[config.mk]
export PLATFORM = sky130hd
export DESIGN_NAME = sprite_addr_cal
export DESIGN_NICKNAME = d
export VERILOG_FILES = /design/src/rtl/sprite_pkg.sv /design/src/rtl/sprite_addr_cal.sv
export SDC_FILE = /design/constraint.sdc
export NUM_CORES = 1
export LEC_CHECK = 0
export CORE_UTILIZATION = 41
export CTS_BUF_LIST = sky130_fd_sc_hd__clkbuf_4
export DETAILED_ROUTE_END_ITERATION = 12
export PLACE_DENSITY = 0.74
export SYNTH_ARGS = -nofsm -noshare
export SYNTH_HDL_FRONTEND = slang
export SYNTH_SLANG_ARGS = --single-unit
[constraint.sdc]
create_clock -name clk -period 1.31 [get_ports clk]
set_clock_uncertainty 0.05 [all_clocks]
set_input_delay 0.1965 -clock clk [delete_from_list [all_inputs] [get_ports clk]]
set_output_delay 0.1965 -clock clk [all_outputs]
set_load 0.02 [all_outputs]
[src/rtl/sprite_pkg.sv]
//------------------------------------------------------------------------------
// Module   : sprite_pkg
// Brief    : Field layout, packed word types and constants for sprite_addr_cal.
// Revision : 1.0 - initial release
//------------------------------------------------------------------------------
`default_nettype none

package sprite_pkg;

    // pattern_info bit offsets (each field is 16 bits wide)
    localparam int c_PI_BASE_LSB   = 64;
    localparam int c_PI_TILE_W_LSB = 48;
    localparam int c_PI_TILE_H_LSB = 32;
    localparam int c_PI_WIN_W_LSB  = 16;
    localparam int c_PI_WIN_H_LSB  = 0;

    // sprite_info bit offsets
    localparam int c_SI_VISIBLE_BIT = 31;
    localparam int c_SI_FLIP_BIT    = 30;
    localparam int c_SI_X_LSB       = 20;
    localparam int c_SI_Y_LSB       = 10;
    localparam int c_SI_SHIFT_LSB   = 0;

    localparam logic [15:0] ADDR_INVALID = 16'h0000;

    typedef struct packed {
        logic [15:0] base;
        logic [15:0] tile_w;
        logic [15:0] tile_h;
        logic [15:0] win_w;
        logic [15:0] win_h;
    } pattern_info_t;

    typedef struct packed {
        logic       visible;
        logic       flip;
        logic [9:0] x_org;
        logic [9:0] y_org;
        logic [9:0] shift;
    } sprite_info_t;

endpackage : sprite_pkg

`default_nettype wire

[src/rtl/sprite_addr_cal.sv]
//------------------------------------------------------------------------------
// Module   : sprite_addr_cal
// Brief    : Per-pixel sprite window test and pattern-memory address, 1-clk
//            registered. Define SPRITE_ADDR_CAL_FLIP_EN to enable mirroring.
// Revision : 1.0 - initial release
//------------------------------------------------------------------------------
`default_nettype none

module sprite_addr_cal
    import sprite_pkg::*;
#(
    parameter int ADDR_W  = 16,
    parameter int COORD_W = 10
) (
    input  logic               clk,
    input  logic               reset,
    input  logic [79:0]        pattern_info,
    input  logic [31:0]        sprite_info,
    input  logic [COORD_W-1:0] hcount,
    input  logic [COORD_W-1:0] vcount,
    output logic [ADDR_W-1:0]  addr_output,
    output logic               valid
);

    localparam int c_DW = COORD_W + 1;

    pattern_info_t   w_pat;
    sprite_info_t    w_spr;
    logic [c_DW-1:0] w_dx;
    logic [c_DW-1:0] w_dy;
    logic [c_DW-1:0] w_hsum;
    logic [15:0]     w_col_mask;
    logic [15:0]     w_row_mask;
    logic [15:0]     w_col;
    logic [15:0]     w_col_eff;
    logic [15:0]     w_row;
    logic [15:0]     w_addr;
    logic            w_inside;

    logic [ADDR_W-1:0] r_addr;
    logic              r_valid;

    assign w_pat = pattern_info_t'(pattern_info);
    assign w_spr = sprite_info_t'(sprite_info);

    always_comb begin
        // One extra bit makes the differences two's-complement; the MSB is the sign.
        w_dx       = {1'b0, hcount} - {1'b0, COORD_W'(w_spr.x_org)};
        w_dy       = {1'b0, vcount} - {1'b0, COORD_W'(w_spr.y_org)};
        w_inside   = w_spr.visible
                   && !w_dx[c_DW-1] && (16'(w_dx) < w_pat.win_w)
                   && !w_dy[c_DW-1] && (16'(w_dy) < w_pat.win_h);

        w_col_mask = w_pat.tile_w - 16'd1;
        w_row_mask = w_pat.tile_h - 16'd1;
        w_hsum     = w_dx + c_DW'(w_spr.shift);
        w_col      = 16'(w_hsum) & w_col_mask;
        w_row      = 16'(w_dy) & w_row_mask;

`ifdef SPRITE_ADDR_CAL_FLIP_EN
        w_col_eff  = w_spr.flip ? (w_col_mask - w_col) : w_col;
`else
        // Flip bit is deliberately ignored in this build.
        w_col_eff  = w_col | {16{w_spr.flip & 1'b0}};
`endif

        w_addr     = w_pat.base + (w_row * w_pat.tile_w) + w_col_eff;
    end

    always_ff @(posedge clk or posedge reset) begin
        if (reset) begin
            r_valid <= 1'b0;
            r_addr  <= ADDR_W'(ADDR_INVALID);
        end else begin
            r_valid <= w_inside;
            r_addr  <= w_inside ? ADDR_W'(w_addr) : ADDR_W'(ADDR_INVALID);
        end
    end

    assign valid       = r_valid;
    assign addr_output = r_addr;

endmodule : sprite_addr_cal

`default_nettype wire

**Word level (Yosys, flattened, before mapping)**

Index checks and enable logic that the tools add are counted.

- Register bits: 17
- Input bits: 134
- Logic and storage cells: 21

- Add/sub/neg operators: 7
- Multipliers: 1
- Order comparisons: 2
- Mux-type cells: 1
- Bitwise logic cells: 2
- Reductions and logical operators: 6

Operators with widths:

| cell | count |
|---|---|
| adder 16 bit | 2 |
| AND 11 x 16 -> 16 bit | 2 |
| less-than comparator 11 x 16 -> 1 bit | 2 |
| subtractor 16 x 1 -> 16 bit (second input constant) | 2 |
| subtractor 10 x 10 -> 11 bit | 2 |
| multiplier 16 x 16 -> 16 bit | 1 |
| 2-to-1 mux 16 bit | 1 |
| adder 11 x 10 -> 11 bit | 1 |
| logical AND 1 bit | 4 |
| zero test 1 bit | 2 |

**Depth between registers and ports, before layout**

- Word-level depth: 7
- Mapped depth: 34
- Mapped depth without buffers: 34

**Worst setup path after synthesis**

No wires, ideal clock.

- Path kind: input to register
- Start: input port sprite_info[16]
- End: register r_addr[15], in the netlist addr_output[15]
- Setup time: 72 ps
- Arrival: 6724 ps
- Path slack: -5536 ps
- Stages: 30
- Cells stage by stage: inv_1 > ha_1 > or4_1 > o22ai_2 > o21bai_1 > a21oi_1 > xnor2_1 > and2_1 > clkbuf_1 > nand2_1 > fa_1 > inv_1 > fa_1 > inv_1 > fa_1 > inv_1 > fa_1 > inv_1 > fa_1 > fa_1 > xor2_1 > xnor2_1 > xnor2_1 > xnor2_1 > xnor2_1 > xnor3_1 > xnor2_1 > xnor3_1 > xnor3_1 > nor2_1

- Longest elaborated chain between the ends: 6
- Elaborated cells between the ends (all ways): 10

Ends and longest elaborated chain:

| element | RTL line | RTL |
|---|---|---|
| start, declared | sprite_addr_cal.sv:18 | `input logic [31:0] sprite_info,` |
| subtractor 10 x 10 -> 11 bit (*) | sprite_addr_cal.sv:49 | `w_dy = {1'b0, vcount} - {1'b0, COORD_W'(w_spr.y_org)};` |
| AND 11 x 16 -> 16 bit | sprite_addr_cal.sv:58 | `w_row = 16'(w_dy) & w_row_mask;` |
| multiplier 16 x 16 -> 16 bit | sprite_addr_cal.sv:67 | `w_addr = w_pat.base + (w_row * w_pat.tile_w) + w_col_eff;` |
| adder 16 bit (2 in series) | sprite_addr_cal.sv:67 |  |
| 2-to-1 mux 16 bit (*) | sprite_addr_cal.sv:76 | `r_addr <= w_inside ? ADDR_W'(w_addr) : ADDR_W'(ADDR_INVALID);` |
| end signal, assigned | sprite_addr_cal.sv:73 | `r_addr <= ADDR_W'(ADDR_INVALID);` |
| end signal, assigned | sprite_addr_cal.sv:76 |  |
| end, declared | sprite_addr_cal.sv:40 | `logic [ADDR_W-1:0] r_addr;` |

Every way passes the cells marked *; elsewhere a longest branch is shown, timed or not.

**Final worst setup path**

- Start: input port hcount[0]
- End: register r_addr[15], in the netlist addr_output[15]

- Longest elaborated chain between the ends: 7
- Elaborated cells between the ends (all ways): 11

Ends and longest elaborated chain:

| element | RTL line | RTL |
|---|---|---|
| start, declared | sprite_addr_cal.sv:19 | `input logic [COORD_W-1:0] hcount,` |
| subtractor 10 x 10 -> 11 bit (*) | sprite_addr_cal.sv:48 | `w_dx = {1'b0, hcount} - {1'b0, COORD_W'(w_spr.x_org)};` |
| branches (longest 5 deep; another with adder 16 bit) | -- |  |
| 2-to-1 mux 16 bit (*) | sprite_addr_cal.sv:76 |  |

Mark *: on every way between the ends.

==> report_table.html <==
<table>
<tr><th>Metric</th><th>Value</th></tr>
<tr><th colspan="2">Yosys</th></tr>
<tr><td>Portion of the post-synthesis area used by sequential elements</td><td>around 6.1%</td></tr>
<tr><td>Most frequent cell after synthesis</td><td>sky130_fd_sc_hd__inv_1</td></tr>
<tr><td>Share of synthesized area spent on multiplexers</td><td>0%</td></tr>
<tr><td>Post-synth net total</td><td>1,185</td></tr>
<tr><td>Number of distinct standard cells referenced by the synthesized netlist</td><td>49</td></tr>
<tr><td>Post-synthesis share of cell area spent on and, or, nand and nor gates</td><td>between 15 and 20%</td></tr>
<tr><td>Most common flop cell mapped by yosys</td><td>sky130_fd_sc_hd__dfrtp_1</td></tr>
<tr><td>Cell type with the largest total area after synthesis</td><td>sky130_fd_sc_hd__fa_1</td></tr>
<tr><td>Post-Synthesis Cell Area</td><td>7010 sq um</td></tr>
<tr><td>Area fraction in compound gates after synthesis</td><td>approximately 8.4%</td></tr>
<tr><td>Adder-cell share of the synthesized area</td><td>~48%</td></tr>
<tr><td>Yosys top cell area share</td><td>about 29%</td></tr>
<tr><td>Cells taking the most area after synthesis</td><td>sky130_fd_sc_hd__fa_1 (29%), sky130_fd_sc_hd__ha_1 (19%), sky130_fd_sc_hd__inv_1 (12%)</td></tr>
<tr><td>Dominant combinational cell family by area after synthesis</td><td>adder cells</td></tr>
<tr><td>Synth Area in XOR/XNOR</td><td>about a tenth</td></tr>
<tr><td>Post-Synthesis Mean Instance Area</td><td>about 8.3 sq um</td></tr>
<tr><td>Warnings, synthesis</td><td>0</td></tr>
<tr><td>Gate count of the mapped netlist</td><td>around 840</td></tr>
<tr><td>Number of flops mapped to enable cells by yosys</td><td>0</td></tr>
<tr><td>List of most frequent post-synthesis cells</td><td>sky130_fd_sc_hd__inv_1 (217), sky130_fd_sc_hd__ha_1 (107), sky130_fd_sc_hd__fa_1 (100)</td></tr>
<tr><td>Proportion of synthesized flip-flops having asynchronous set or reset</td><td>between 90% and 100%</td></tr>
<tr><td>Number of storage elements in the synthesis netlist</td><td>17</td></tr>
<tr><th colspan="2">Global routing</th></tr>
<tr><td>Wire length of the first global-routing pass</td><td>roughly 33,000 um</td></tr>
<tr><td>Maximum number of pins on one net before global-route repair</td><td>18</td></tr>
<tr><td>GR Overflow Total</td><td>0</td></tr>
<tr><td>Antenna violations before repair</td><td>0</td></tr>
<tr><td>Via count of the first global-routing pass</td><td>roughly 7k</td></tr>
<tr><td>GRT Total Usage</td><td>a little under a quarter</td></tr>
<tr><th colspan="2">CTS</th></tr>
<tr><td>Number of buffers created by CTS</td><td>3</td></tr>
<tr><td>Number of hold buffers added after cts</td><td>0</td></tr>
<tr><td>Worst-path clk slew</td><td>around 90 ps</td></tr>
<tr><td>TritonCTS sink count</td><td>17</td></tr>
<tr><td>Depth of the CTS H-tree</td><td>1</td></tr>
<tr><td>TritonCTS clock tree</td><td>yes</td></tr>
<tr><td>Maximum count of clock buffers along a single path</td><td>2</td></tr>
<tr><td>Root buffer selected by CTS</td><td>sky130_fd_sc_hd__clkbuf_4</td></tr>
<tr><th colspan="2">Power and ir drop</th></tr>
<tr><td>Lkg Pwr</td><td>between 0.005 and 0.006 uW</td></tr>
<tr><td>Power per cell area</td><td>2400 nW/um^2</td></tr>
<tr><td>Worst-case vdd ir drop</td><td>roughly 2.4 mV</td></tr>
<tr><td>Power Total</td><td>26,100 uW</td></tr>
<tr><td>Flop pwr share</td><td>around 2.4%</td></tr>
<tr><td>Combinational group share of total power</td><td>96.5%</td></tr>
<tr><td>Clock share of power</td><td>under 10%</td></tr>
<tr><td>Internal portion of total power</td><td>14,400 uW</td></tr>
<tr><td>Net Switching</td><td>approximately 12,000 uW</td></tr>
<tr><td>Switching part of the total</td><td>between 40 and 50%</td></tr>
<tr><th colspan="2">STA</th></tr>
<tr><td>Setup-violating endpoint count in the final report</td><td>17</td></tr>
<tr><td>Number of hold-slack violations in the final timing report</td><td>0</td></tr>
<tr><td>Worst rel slew slack</td><td>about 69%</td></tr>
<tr><td>Final clock period utilization by the worst path</td><td>503%</td></tr>
<tr><td>Highest clock frequency the design can meet</td><td>roughly 0.15 GHz</td></tr>
<tr><td>Unrepaired setup endpoints after global routing</td><td>yes</td></tr>
<tr><td>Number of max-slew violations in the final report</td><td>0</td></tr>
<tr><td>Minimum setup slack in the final design</td><td>-5280 ps</td></tr>
<tr><td>Tightest hold margin</td><td>approximately 140 ps</td></tr>
<tr><td>Final critical-path required period</td><td>around 6600 ps</td></tr>
<tr><td>Worst-Margin Slew</td><td>about 460 ps</td></tr>
<tr><th colspan="2">Cells and area</th></tr>
<tr><td>Number of fill cells in the layout</td><td>1,294</td></tr>
<tr><td>Number of antenna repair diodes</td><td>0</td></tr>
<tr><td>Reg area</td><td>425 sq um</td></tr>
<tr><td>Area of the multi-input gates</td><td>6500 sq um</td></tr>
<tr><td>Final instance area</td><td>10,900 sq um</td></tr>
<tr><td>Share of cells above drive strength 1</td><td>between 30% and 40%</td></tr>
<tr><td>Area overhead of the layout relative to synthesis</td><td>55.3%</td></tr>
<tr><td>Final-stage net count</td><td>around 1.5k</td></tr>
<tr><th colspan="2">Route</th></tr>
<tr><td>Pre-antenna DRT Iters</td><td>5</td></tr>
<tr><td>Total length of routed wires</td><td>about 20,000 um</td></tr>
<tr><td>DR vias</td><td>6,593</td></tr>
<tr><td>Detailed-route DRC error count</td><td>0</td></tr>
<tr><td>Number of routed nets with antenna violations</td><td>0</td></tr>
<tr><td>Count of routing violations after the opening detailed-route iteration</td><td>~260</td></tr>
<tr><td>Post-DR wirelength/cell</td><td>roughly 15 um</td></tr>
<tr><td>Number of vias per cell after detailed routing</td><td>between 4 and 5</td></tr>
<tr><th colspan="2">Floorplan</th></tr>
<tr><td>IO Pins</td><td>between 150 and 200</td></tr>
<tr><td>Die width</td><td>133 um</td></tr>
<tr><td>Area of the die</td><td>~18,000 sq um</td></tr>
<tr><td>Standard cell core area</td><td>~17,000 sq um</td></tr>
<tr><td>Overall die height</td><td>approximately 130 um</td></tr>
<tr><td>Effective utilization at floorplan</td><td>between 40 and 50%</td></tr>
<tr><td>Core Rows</td><td>47</td></tr>
<tr><th colspan="2">Worst setup path</th></tr>
<tr><td>Termination of the worst setup path</td><td>addr_output[15]</td></tr>
<tr><td>Required time reported for the critical path endpoint</td><td>around 1500 ps</td></tr>
<tr><td>Arr. time, crit path</td><td>slightly below 7000 ps</td></tr>
<tr><td>CP max-delay cell</td><td>sky130_fd_sc_hd__fa_1</td></tr>
<tr><td>Critical Path Start</td><td>hcount[0]</td></tr>
<tr><td>Most used cell along the critical path</td><td>sky130_fd_sc_hd__fa_1</td></tr>
<tr><td>Critical Path End Type</td><td>flop</td></tr>
<tr><td>Worst setup path class</td><td>primary input to flop</td></tr>
<tr><td>Slowest Stage Delay on Critical Path</td><td>roughly 530 ps</td></tr>
<tr><td>Nature of the critical path startpoint</td><td>primary input</td></tr>
<tr><td>Critical Path Fanout Max</td><td>2</td></tr>
<tr><th colspan="2">Worst hold path</th></tr>
<tr><td>Class of the most critical hold timing path</td><td>primary input to async pin</td></tr>
<tr><th colspan="2">Outcome</th></tr>
<tr><td>Violated checks</td><td>setup timing</td></tr>
<tr><td>Result of the run</td><td>complete, but fails checks</td></tr>
<tr><th colspan="2">Place</th></tr>
<tr><td>Total cell area at the placement stage</td><td>10,000 sq um</td></tr>
<tr><td>Quantity of I/O buffers inserted on ports</td><td>approximately 140</td></tr>
<tr><td>Final Wtd Congestion</td><td>just over 0.9</td></tr>
<tr><td>Post-DP HPWL</td><td>16,500 um</td></tr>
<tr><th colspan="2">Run</th></tr>
<tr><td>Maximum Capacitance Violations</td><td>0</td></tr>
</table>
==> stage by stage <==
stage	setup TNS, ps	utilization (%)	setup WS, ps	std cells
global route	-70530	65.4	-5510	1365
finish	-67530	65.4	-5280	1365
global placement	-77560	60.1	-5910	1332
floorplan	-61010	-	-5110	844
CTS	-65930	64.1	-5190	1363
detailed placement	-78430	60.1	-5990	1332
==> flip-flops by register name, indices dropped and copies added, names as in the netlist <==
signal       cells
addr_output     16
valid            1
==> power by group through the flow <==
stage                     logic (uW)  registers, uW  clock network (uW)
final                          25200            634                 284
after global routing           27900            644                 330
after CTS                      23800            636                 282
after detailed placement       20800            651                   0
after global placement         20100            651                   0
after floorplan                14000            767                   0
==> kinds of logic after synthesis <==
kind of cell             Yosys count
AO/OA/AOI/OAI                     89
adder cells (fa/ha/maj)          207
XOR/XNOR                          70
AND/OR/NAND/NOR                  223
buffers and inverters            238
flip-flops                        17
==> critical path: cells and delay by family <==
| family | cells | cell delay [ps] |
|---|---|---|
| XOR/XNOR | 3 | 600 |
| adder cells (fa/ha/maj) | 9 | 3510 |
| buffers and inverters | 9 | 680 |
| AND/OR/NAND/NOR | 5 | 460 |
| AO/OA/AOI/OAI | 9 | 1350 |
==> area by class of cell <==
class                   instances  area share [%]
inverters                     218            7.79
repair buffers                317            25.8
well taps                     220            2.53
flip-flops and latches         17            3.91
clock buffers                   3           0.207
clock inverters                 1          0.0460
multi-input cells             589            59.7
==> cell usage in the layout (no fill, tap or decap), types with 4 or more instances in the layout <==
cell	n
sky130_fd_sc_hd__nor2b_1	6
sky130_fd_sc_hd__nor2_2	7
sky130_fd_sc_hd__o21bai_1	9
sky130_fd_sc_hd__dfrtp_1	17
sky130_fd_sc_hd__ha_1	81
sky130_fd_sc_hd__o21ai_0	4
sky130_fd_sc_hd__buf_2	4
sky130_fd_sc_hd__nand2_2	5
sky130_fd_sc_hd__inv_2	37
sky130_fd_sc_hd__buf_4	154
sky130_fd_sc_hd__xnor2_1	24
sky130_fd_sc_hd__and2_1	37
sky130_fd_sc_hd__a21oi_2	18
sky130_fd_sc_hd__inv_1	177
sky130_fd_sc_hd__clkdlybuf4s50_1	104
sky130_fd_sc_hd__o21ai_1	4
sky130_fd_sc_hd__nor2_4	4
sky130_fd_sc_hd__a21oi_1	9
sky130_fd_sc_hd__nor2_1	29
sky130_fd_sc_hd__fa_1	85
sky130_fd_sc_hd__nand2_1	87
sky130_fd_sc_hd__nor4_1	4
sky130_fd_sc_hd__xnor2_2	19
sky130_fd_sc_hd__dlygate4sd2_1	31
sky130_fd_sc_hd__buf_6	16
sky130_fd_sc_hd__a21o_1	10
sky130_fd_sc_hd__xor2_1	22
sky130_fd_sc_hd__and3_1	4
sky130_fd_sc_hd__nor3_2	5
sky130_fd_sc_hd__ha_4	23
sky130_fd_sc_hd__fa_2	15
sky130_fd_sc_hd__o21a_1	11
sky130_fd_sc_hd__nor3_1	10
==> worst min-delay path by stage <==
stage,start,endpoint,slack (ps)
after global placement,reset,addr_output[0],470
after floorplan,reset,addr_output[0],70
after detailed placement,reset,addr_output[0],480
final,reset,addr_output[0],140
after CTS,reset,addr_output[9],170
after global routing,reset,addr_output[9],160
==> per-layer routing <==
layer	track usage (%)	wire [um]	vias up
met5	0	0	-
met4	8.56	791	0
met3	2.26	980	51
met2	43.3	10300	221
met1	28.5	8200	3144
li1	-	-	3177
==> what timing repair did <==
item,in CTS,in global routing
gates cloned,2,0
gates resized for setup,157,51
setup endpoints to repair,34,17
setup buffers,26,10
pin swaps,116,94
No activity file was read; power rests on OpenSTA's default activity.
